[src/rtl/pipe_field_pkg.sv]
// rtl/pipe_field_pkg.sv - shared state codes and constants for the pipe field
package pipe_field_pkg;

  typedef enum logic [1:0] {
    ST_IDLE   = 2'd0,
    ST_RUN    = 2'd1,
    ST_PAUSE  = 2'd2,
    ST_FREEZE = 2'd3
  } state_t;

  localparam int INVALID_Y = -1;

endpackage

[src/rtl/scroll_tick_divider.sv]
// rtl/scroll_tick_divider.sv - run-gated clock divider producing the scroll tick strobe
module scroll_tick_divider #(
  parameter int DIVIDER = 50000
) (
  input  logic clk,
  input  logic rst_n,
  input  logic run,
  input  logic clear,
  output logic tick
);

  localparam int CW = (DIVIDER > 1) ? $clog2(DIVIDER) : 1;
  localparam logic [CW-1:0] LAST = CW'(DIVIDER - 1);

  logic [CW-1:0] count;

  // Strobe is combinational so pipe updates land on the very edge the counter wraps.
  assign tick = run && (count == LAST);

  always_ff @(posedge clk or negedge rst_n) begin
    if (!rst_n) begin
      count <= '0;
    end else if (clear) begin
      count <= '0;
    end else if (run) begin
      count <= tick ? '0 : count + 1'b1;
    end
  end

endmodule

[src/rtl/pipe_field_controller.sv]
// rtl/pipe_field_controller.sv - scrolling pipe field with fill, recycle and pass scoring
module pipe_field_controller
  import pipe_field_pkg::*;
#(
  parameter int NUM_PIPES     = 3,
  parameter int COORD_W       = 12,
  parameter int SCREEN_WIDTH  = 640,
  parameter int PIPE_WIDTH    = 52,
  parameter int PIPE_DISTANCE = 275,
  parameter int Y_MIN         = 100,
  parameter int Y_RANGE       = 195,
  parameter int BIRD_X        = 120,
  parameter int TIMER_DIVIDER = 50000,
  parameter int SCORE_W       = 10
) (
  input  logic                         iClock,
  input  logic                         iResetN,
  input  logic [1:0]                   iState,
  input  logic [31:0]                  iRandomNumber,
  input  logic [2:0]                   iSpeed,
  output logic [NUM_PIPES*COORD_W-1:0] oPipeX,
  output logic [NUM_PIPES*COORD_W-1:0] oPipeY,
  output logic [NUM_PIPES-1:0]         oValid,
  output logic                         oPassPulse,
  output logic [SCORE_W-1:0]           oScore
);

  localparam int IW = $clog2(NUM_PIPES);

  typedef logic signed [COORD_W-1:0] coord_t;

  localparam coord_t DIST_C  = coord_t'(PIPE_DISTANCE);
  localparam coord_t WIDTH_C = coord_t'(PIPE_WIDTH);
  localparam coord_t BIRD_C  = coord_t'(BIRD_X);
  localparam coord_t LIMIT_C = coord_t'(-PIPE_WIDTH);
  localparam coord_t Y_MIN_C = coord_t'(Y_MIN);
  localparam logic [31:0] Y_RANGE_W = 32'(Y_RANGE);

  if (NUM_PIPES < 2 || NUM_PIPES > 8 ||
      SCREEN_WIDTH + NUM_PIPES * PIPE_DISTANCE >= 2 ** (COORD_W - 1)) begin : g_param_check
    $error("pipe_field_controller: parameters out of range for COORD_W");
  end

  state_t st;
  logic   tick;
  coord_t step, rand_q, rand_next;
  coord_t x_q [NUM_PIPES];
  coord_t y_q [NUM_PIPES];
  coord_t x_nxt [NUM_PIPES];
  coord_t y_nxt [NUM_PIPES];
  logic [NUM_PIPES-1:0] valid_q, valid_nxt, below, pass_vec;
  logic                 fill_hit, rec_hit;
  logic [IW-1:0]        fill_idx, rec_idx;
  logic [15:0]          rand_scaled;
  logic                 pass_q;
  logic [SCORE_W-1:0]   score_q;
  logic                 unused_rand_hi;

  assign st = state_t'(iState);
  assign unused_rand_hi = ^iRandomNumber[31:16];

  scroll_tick_divider #(
    .DIVIDER(TIMER_DIVIDER)
  ) u_tick (
    .clk  (iClock),
    .rst_n(iResetN),
    .run  (st == ST_RUN),
    .clear(st == ST_IDLE),
    .tick (tick)
  );

  // Scale-by-multiply keeps the gap centre uniform-ish without a divider.
  assign rand_scaled = 16'(({16'd0, iRandomNumber[15:0]} * Y_RANGE_W) >> 16);
  assign rand_next   = coord_t'(rand_scaled) + Y_MIN_C;
  assign step        = tick ? coord_t'({1'b0, iSpeed}) : '0;

  always_comb begin
    fill_hit = 1'b0;
    fill_idx = '0;
    rec_hit  = 1'b0;
    rec_idx  = '0;
    for (int i = NUM_PIPES - 1; i >= 0; i--) begin
      if (!valid_q[i]) begin
        fill_hit = 1'b1;
        fill_idx = IW'(i);
      end
      if (below[i]) begin
        rec_hit = 1'b1;
        rec_idx = IW'(i);
      end
    end
    if (fill_hit) begin
      rec_hit = 1'b0;
    end
  end

  for (genvar g = 0; g < NUM_PIPES; g++) begin : g_pipe
    localparam int PRED = (g + NUM_PIPES - 1) % NUM_PIPES;
    logic is_fill, is_rec;

    assign below[g]  = x_q[g] < LIMIT_C;
    assign is_fill   = fill_hit && (fill_idx == IW'(g));
    assign is_rec    = rec_hit && (rec_idx == IW'(g));
    // Recycled pipe lands behind its predecessor's post-tick position, keeping spacing exact.
    assign x_nxt[g]     = is_rec ? (x_q[PRED] + DIST_C - step) : (x_q[g] - step);
    assign y_nxt[g]     = (is_rec || is_fill) ? rand_q : y_q[g];
    assign valid_nxt[g] = valid_q[g] | is_fill;
    assign pass_vec[g]  = tick && valid_q[g] && !is_rec &&
                          (x_q[g] + WIDTH_C >= BIRD_C) &&
                          (x_q[g] - step + WIDTH_C < BIRD_C);

    assign oPipeX[g*COORD_W +: COORD_W] = x_q[g];
    assign oPipeY[g*COORD_W +: COORD_W] = y_q[g];
  end

  always_ff @(posedge iClock or negedge iResetN) begin
    if (!iResetN) begin
      for (int i = 0; i < NUM_PIPES; i++) begin
        x_q[i] <= coord_t'(SCREEN_WIDTH + i * PIPE_DISTANCE);
        y_q[i] <= coord_t'(INVALID_Y);
      end
      valid_q <= '0;
      pass_q  <= 1'b0;
      score_q <= '0;
      rand_q  <= Y_MIN_C;
    end else begin
      case (st)
        ST_IDLE: begin
          for (int i = 0; i < NUM_PIPES; i++) begin
            x_q[i] <= coord_t'(SCREEN_WIDTH + i * PIPE_DISTANCE);
            y_q[i] <= coord_t'(INVALID_Y);
          end
          valid_q <= '0;
          pass_q  <= 1'b0;
          score_q <= '0;
          rand_q  <= Y_MIN_C;
        end
        ST_RUN: begin
          for (int i = 0; i < NUM_PIPES; i++) begin
            x_q[i] <= x_nxt[i];
            y_q[i] <= y_nxt[i];
          end
          valid_q <= valid_nxt;
          pass_q  <= |pass_vec;
          if (|pass_vec && score_q != '1) begin
            score_q <= score_q + 1'b1;
          end
          rand_q <= rand_next;
        end
        default: begin
          pass_q <= 1'b0;
          rand_q <= rand_next;
        end
      endcase
    end
  end

  assign oValid     = valid_q;
  assign oPassPulse = pass_q;
  assign oScore     = score_q;

endmodule

[config.mk]
export PLATFORM = sky130hd
export DESIGN_NAME = pipe_field_controller
export DESIGN_NICKNAME = d
export VERILOG_FILES = /design/src/rtl/pipe_field_pkg.sv /design/src/rtl/scroll_tick_divider.sv /design/src/rtl/pipe_field_controller.sv
export SDC_FILE = /design/constraint.sdc
export NUM_CORES = 1
export LEC_CHECK = 0
export CAP_MARGIN = 0
export CORE_MARGIN = 1
export CORE_UTILIZATION = 52
export DETAILED_ROUTE_END_ITERATION = 16
export GPL_TIMING_DRIVEN = 0
export HOLD_SLACK_MARGIN = 0.12
export PLACE_DENSITY = 0.83
export SLEW_MARGIN = 20
export SYNTH_ARGS = -nofsm -noshare
export SYNTH_HDL_FRONTEND = slang
export SYNTH_SLANG_ARGS = --single-unit
[constraint.sdc]
create_clock -name iClock -period 5.6 [get_ports iClock]
set_input_delay 1.12 -clock iClock [delete_from_list [all_inputs] [get_ports iClock]]
set_output_delay 1.12 -clock iClock [all_outputs]
set_load 0.02 [all_outputs]
==> results.tsv <==
metric	value	unit
switching share of power	0.384	
fin area	12600	µm²
Gate Count Post-Synth	1242	
Slew Limit Fails	0	
clock sink total	105	
largest net degree at the start of global routing	69	
antenna violations before repair	0	
CP cell instances	clkdlybuf4s50_1, ha_1, ha_1, inv_1, fa_1, inv_1, fa_1, ha_1, a211oi_2, nand2_1, a221oi_2, nand2_2, a21oi_4, xnor2_2, ha_2, mux2_2, a21oi_2, nor2_1, or3b_2	
nature of the critical path endpoint	flop	
Crit Path Class	in -> reg	
Worst Skew	7.60	ps
cell repeated most along the worst path	ha_1	
TritonCTS clock tree	done	
internal reg-to-reg setup slack	450	ps
RePlAce Congestion	0.957	
number of flops mapped to enable cells by yosys	0	
asr flop ratio synth	1.00	
vias post-DR	9799	
Cell Int Power	0.00173	W
M2 GR Usage	0.476	
prevailing post-synth register cell	dfrtp_1	
Initial Utilization	0.535	
Setup WS post-layout	57.8	ps
CTS clk-pin slew, worst paths	80	ps
core area	19700	µm²
Placed Instance Area	12000	µm²
dpl ws	-956	ps
top cells by area, synth	ha_1 (19%), dfrtp_1 (14%), dfstp_2 (12%)	
number of synthesis warnings	0	
overall global routing resource usage	0.294	
final setup violation count	0	
area grow syn2layout	19.4	%
power share of the clock group	0.223	
Die Span Y	144	µm
WP data arrival	5820	ps
port bufs	108	
flops & latches, synth	105	
outcome	finished, final reports clean	
worst-path maximum fanout	3	
WL final	30.4	mm
Final Hold Viols	0	
Clock Tree Root	clkbuf_16	
fraction of layout cells with a size suffix above 1	0.0993	
n_diodes	0	
nature of the critical path startpoint	input port	
met1 Resource Use GR	0.385	
post-layout util	0.639	
Num CTS Buffers	9	
period utilisation layout	0.990	
clk_lat worst skew	370	ps
Synth top area share	0.189	
Net count, final	1589	
Tmin final	5540	ps
vias per cell	6.00	
slowest CP cell	fa_1	
GR Util met3	0.0603	
unrepaired setup endpoints after global routing	true	
CTS Buffer Depth	2	
Lkg Pwr	5.75	nW
Slew headroom	0.454	
Worst IR Drop VDD	0.174	mV
global route total overflow	0	
worst path required time	5880	ps
Die Area	20800	µm²
Mapped Nets	1467	
DRC viols	0	
mapped cell area	10500	µm²
Tightest Pin Transition	819	ps
I/O pin count	125	
number of H-tree levels	3	
register area share after synthesis	0.256	
first-pass GRT wire length	47.1	mm
fmax	180	MHz
drt wl/cell	18.6	µm
Seq pwr share	0.346	
Yosys cell types	75	
largest area contributor in the netlist	ha_1	
# Max-Cap Violations	0	
Initial DRT Pass Iterations	9	
Logic pwr share	0.430	
Initial DRC Count	726	
antenna-violating nets left	0	
vias in the first global route	9250	
DIE WIDTH	144	µm
GRT Max-Usage Layer	met2	
Syn Area/Cell	8.46	µm²
row cnt	51	
DP HPWL	22.7	mm
slowest cell delay on critical path	540	ps
Design Power	0.00281	W
P per Cell Area	224	nW/µm²
hold_ws	501	ps
switching power	0.00108	W
Hold Path Class	reg -> reg	
==> per-layer routing <==
layer,part of all wire,vias to the layer above
met5,0,-
met4,0.038,0
li1,-,4556
met2,0.47,491
met3,0.090,97
met1,0.41,4655
==> synthesized netlist by cell type (4+ instances only) <==
library cell / n
nand2_1: 115
nor3_1: 27
clkbuf_1: 37
fa_1: 27
dfstp_2: 46
and3_1: 20
ha_1: 159
or3_1: 11
a211oi_1: 14
nand2b_1: 12
nor2b_1: 12
buf_4: 6
a21o_1: 17
a22oi_1: 8
xnor2_1: 67
nand3b_1: 6
mux2i_1: 12
a31oi_1: 15
nand4_1: 15
a221oi_1: 4
and4_1: 4
o21a_1: 5
a21oi_1: 76
xor2_1: 23
a41o_1: 4
and2_1: 8
o21ai_0: 74
dfrtp_1: 59
inv_1: 116
o22ai_1: 15
o31ai_1: 5
nor2_1: 112
o221ai_1: 5
o211ai_1: 4
nor4_1: 9
nand3_1: 30
==> power groups by stage <==
| stage | Sequential [W] | Clock (W) | Combinational (W) |
|---|---|---|---|
| 2_1_floorplan | 0.00101 | 0 | 0.000677 |
| 3_3_place_gp | 0.000979 | 0 | 0.00103 |
| 3_5_place_dp | 0.000981 | 0 | 0.00107 |
| 4_1_cts | 0.000969 | 0.000626 | 0.00112 |
| 5_1_grt | 0.000981 | 0.000655 | 0.00133 |
| 6_report | 0.000973 | 0.000628 | 0.00121 |
==> registers in the layout, summed over array words and instances (netlist names) <==
name and count:
u_tick.count 16, oPipeX 36, rand_q 9, oPassPulse 1, oScore 10, oValid 3, oPipeY 30
==> cell type report <==
class / instances / area, µm²
multi-input combinational: 971 / 7440
fill: 1617 / 7100
sequential: 105 / 2690
timing repair buffer: 113 / 1150
inverter: 116 / 440
tap: 265 / 332
clock buffer: 10 / 229
buffer: 48 / 215
clock inverter: 6 / 51.3
==> layout by cell type (no fill, tap or decap), types with 5 or more instances in the layout <==
cell type	synthesis	layout
nand4_1	15	15
a211oi_1	14	13
xnor2_1	67	64
mux2i_1	12	12
dlymetal6s2s_1	0	6
xor2_1	23	23
a21oi_1	76	72
ha_1	159	147
nor4_1	9	7
o21ai_0	74	73
ha_2	0	5
a31oi_1	15	13
nand2_1	115	112
ha_4	0	7
nor2_1	112	112
inv_1	116	114
and2_1	8	8
nand3b_1	6	6
a21o_1	17	17
clkdlybuf4s50_1	0	100
clkbuf_16	0	9
dfrtp_1	59	59
fa_1	27	24
dfstp_2	46	46
a22oi_1	8	8
nand2b_1	12	11
o22ai_1	15	15
o31ai_1	5	5
nor2b_1	12	12
and3_1	20	19
o21a_1	5	5
nand3_1	30	29
clkbuf_1	37	36
nor3_1	27	26
or3_1	11	10
buf_4	6	10
==> path summary, 6_finish.rpt <==
kind,from,depth (start not counted),end
max,iRandomNumber[4],19,rand_q[6]
min,oPipeY[17],1,oPipeY[17]
max reg2reg,u_tick.count[12],20,oScore[0]
min reg2reg,oPipeY[17],1,oPipeY[17]
max in group asynchronous,iResetN,2,oPipeY[22]
min in group asynchronous,iResetN,1,oPipeX[14]
==> metrics by stage <==
| stage | setup TNS (ps) | std cells |
|---|---|---|
| 2_1_floorplan | 0 | 1242 |
| 3_3_place_gp | -53980 | 1615 |
| 3_5_place_dp | -13310 | 1616 |
| 4_1_cts | 0 | 1631 |
| 5_1_grt | -232 | 1634 |
| 6_report | 0 | 1634 |
==> worst max-delay path: cells and delay by family <==
family                   cells  cell delay (ps)
AO/OA/AOI/OAI                4              860
XOR/XNOR                     1               80
adder cells (fa/ha/maj)      6             2140
buffers and inverters        3              580
multiplexers                 1              280
AND/OR/NAND/NOR              4              760
==> cells by family (layout without fill, tap and decap cells) <==
logic type,count (synthesis),in the layout,synth area share
xor+xnor,90,90,0.0750
flops,105,105,0.256
compound gates,276,276,0.164
simple gates,404,404,0.187
buf+inv,166,293,0.0626
mux,15,15,0.0146
fa+ha+maj,186,186,0.241
==> what timing repair did <==
| item | CTS | global route |
|---|---|---|
| setup endpoints to repair | 16 | 13 |
| gates resized for setup | 22 | 40 |
| pin swaps | 3 | 17 |
| gates cloned | 0 | 0 |
| hold buffers | 0 | 0 |
| setup buffers | 1 | 3 |
(Power assumes the default switching activity.)
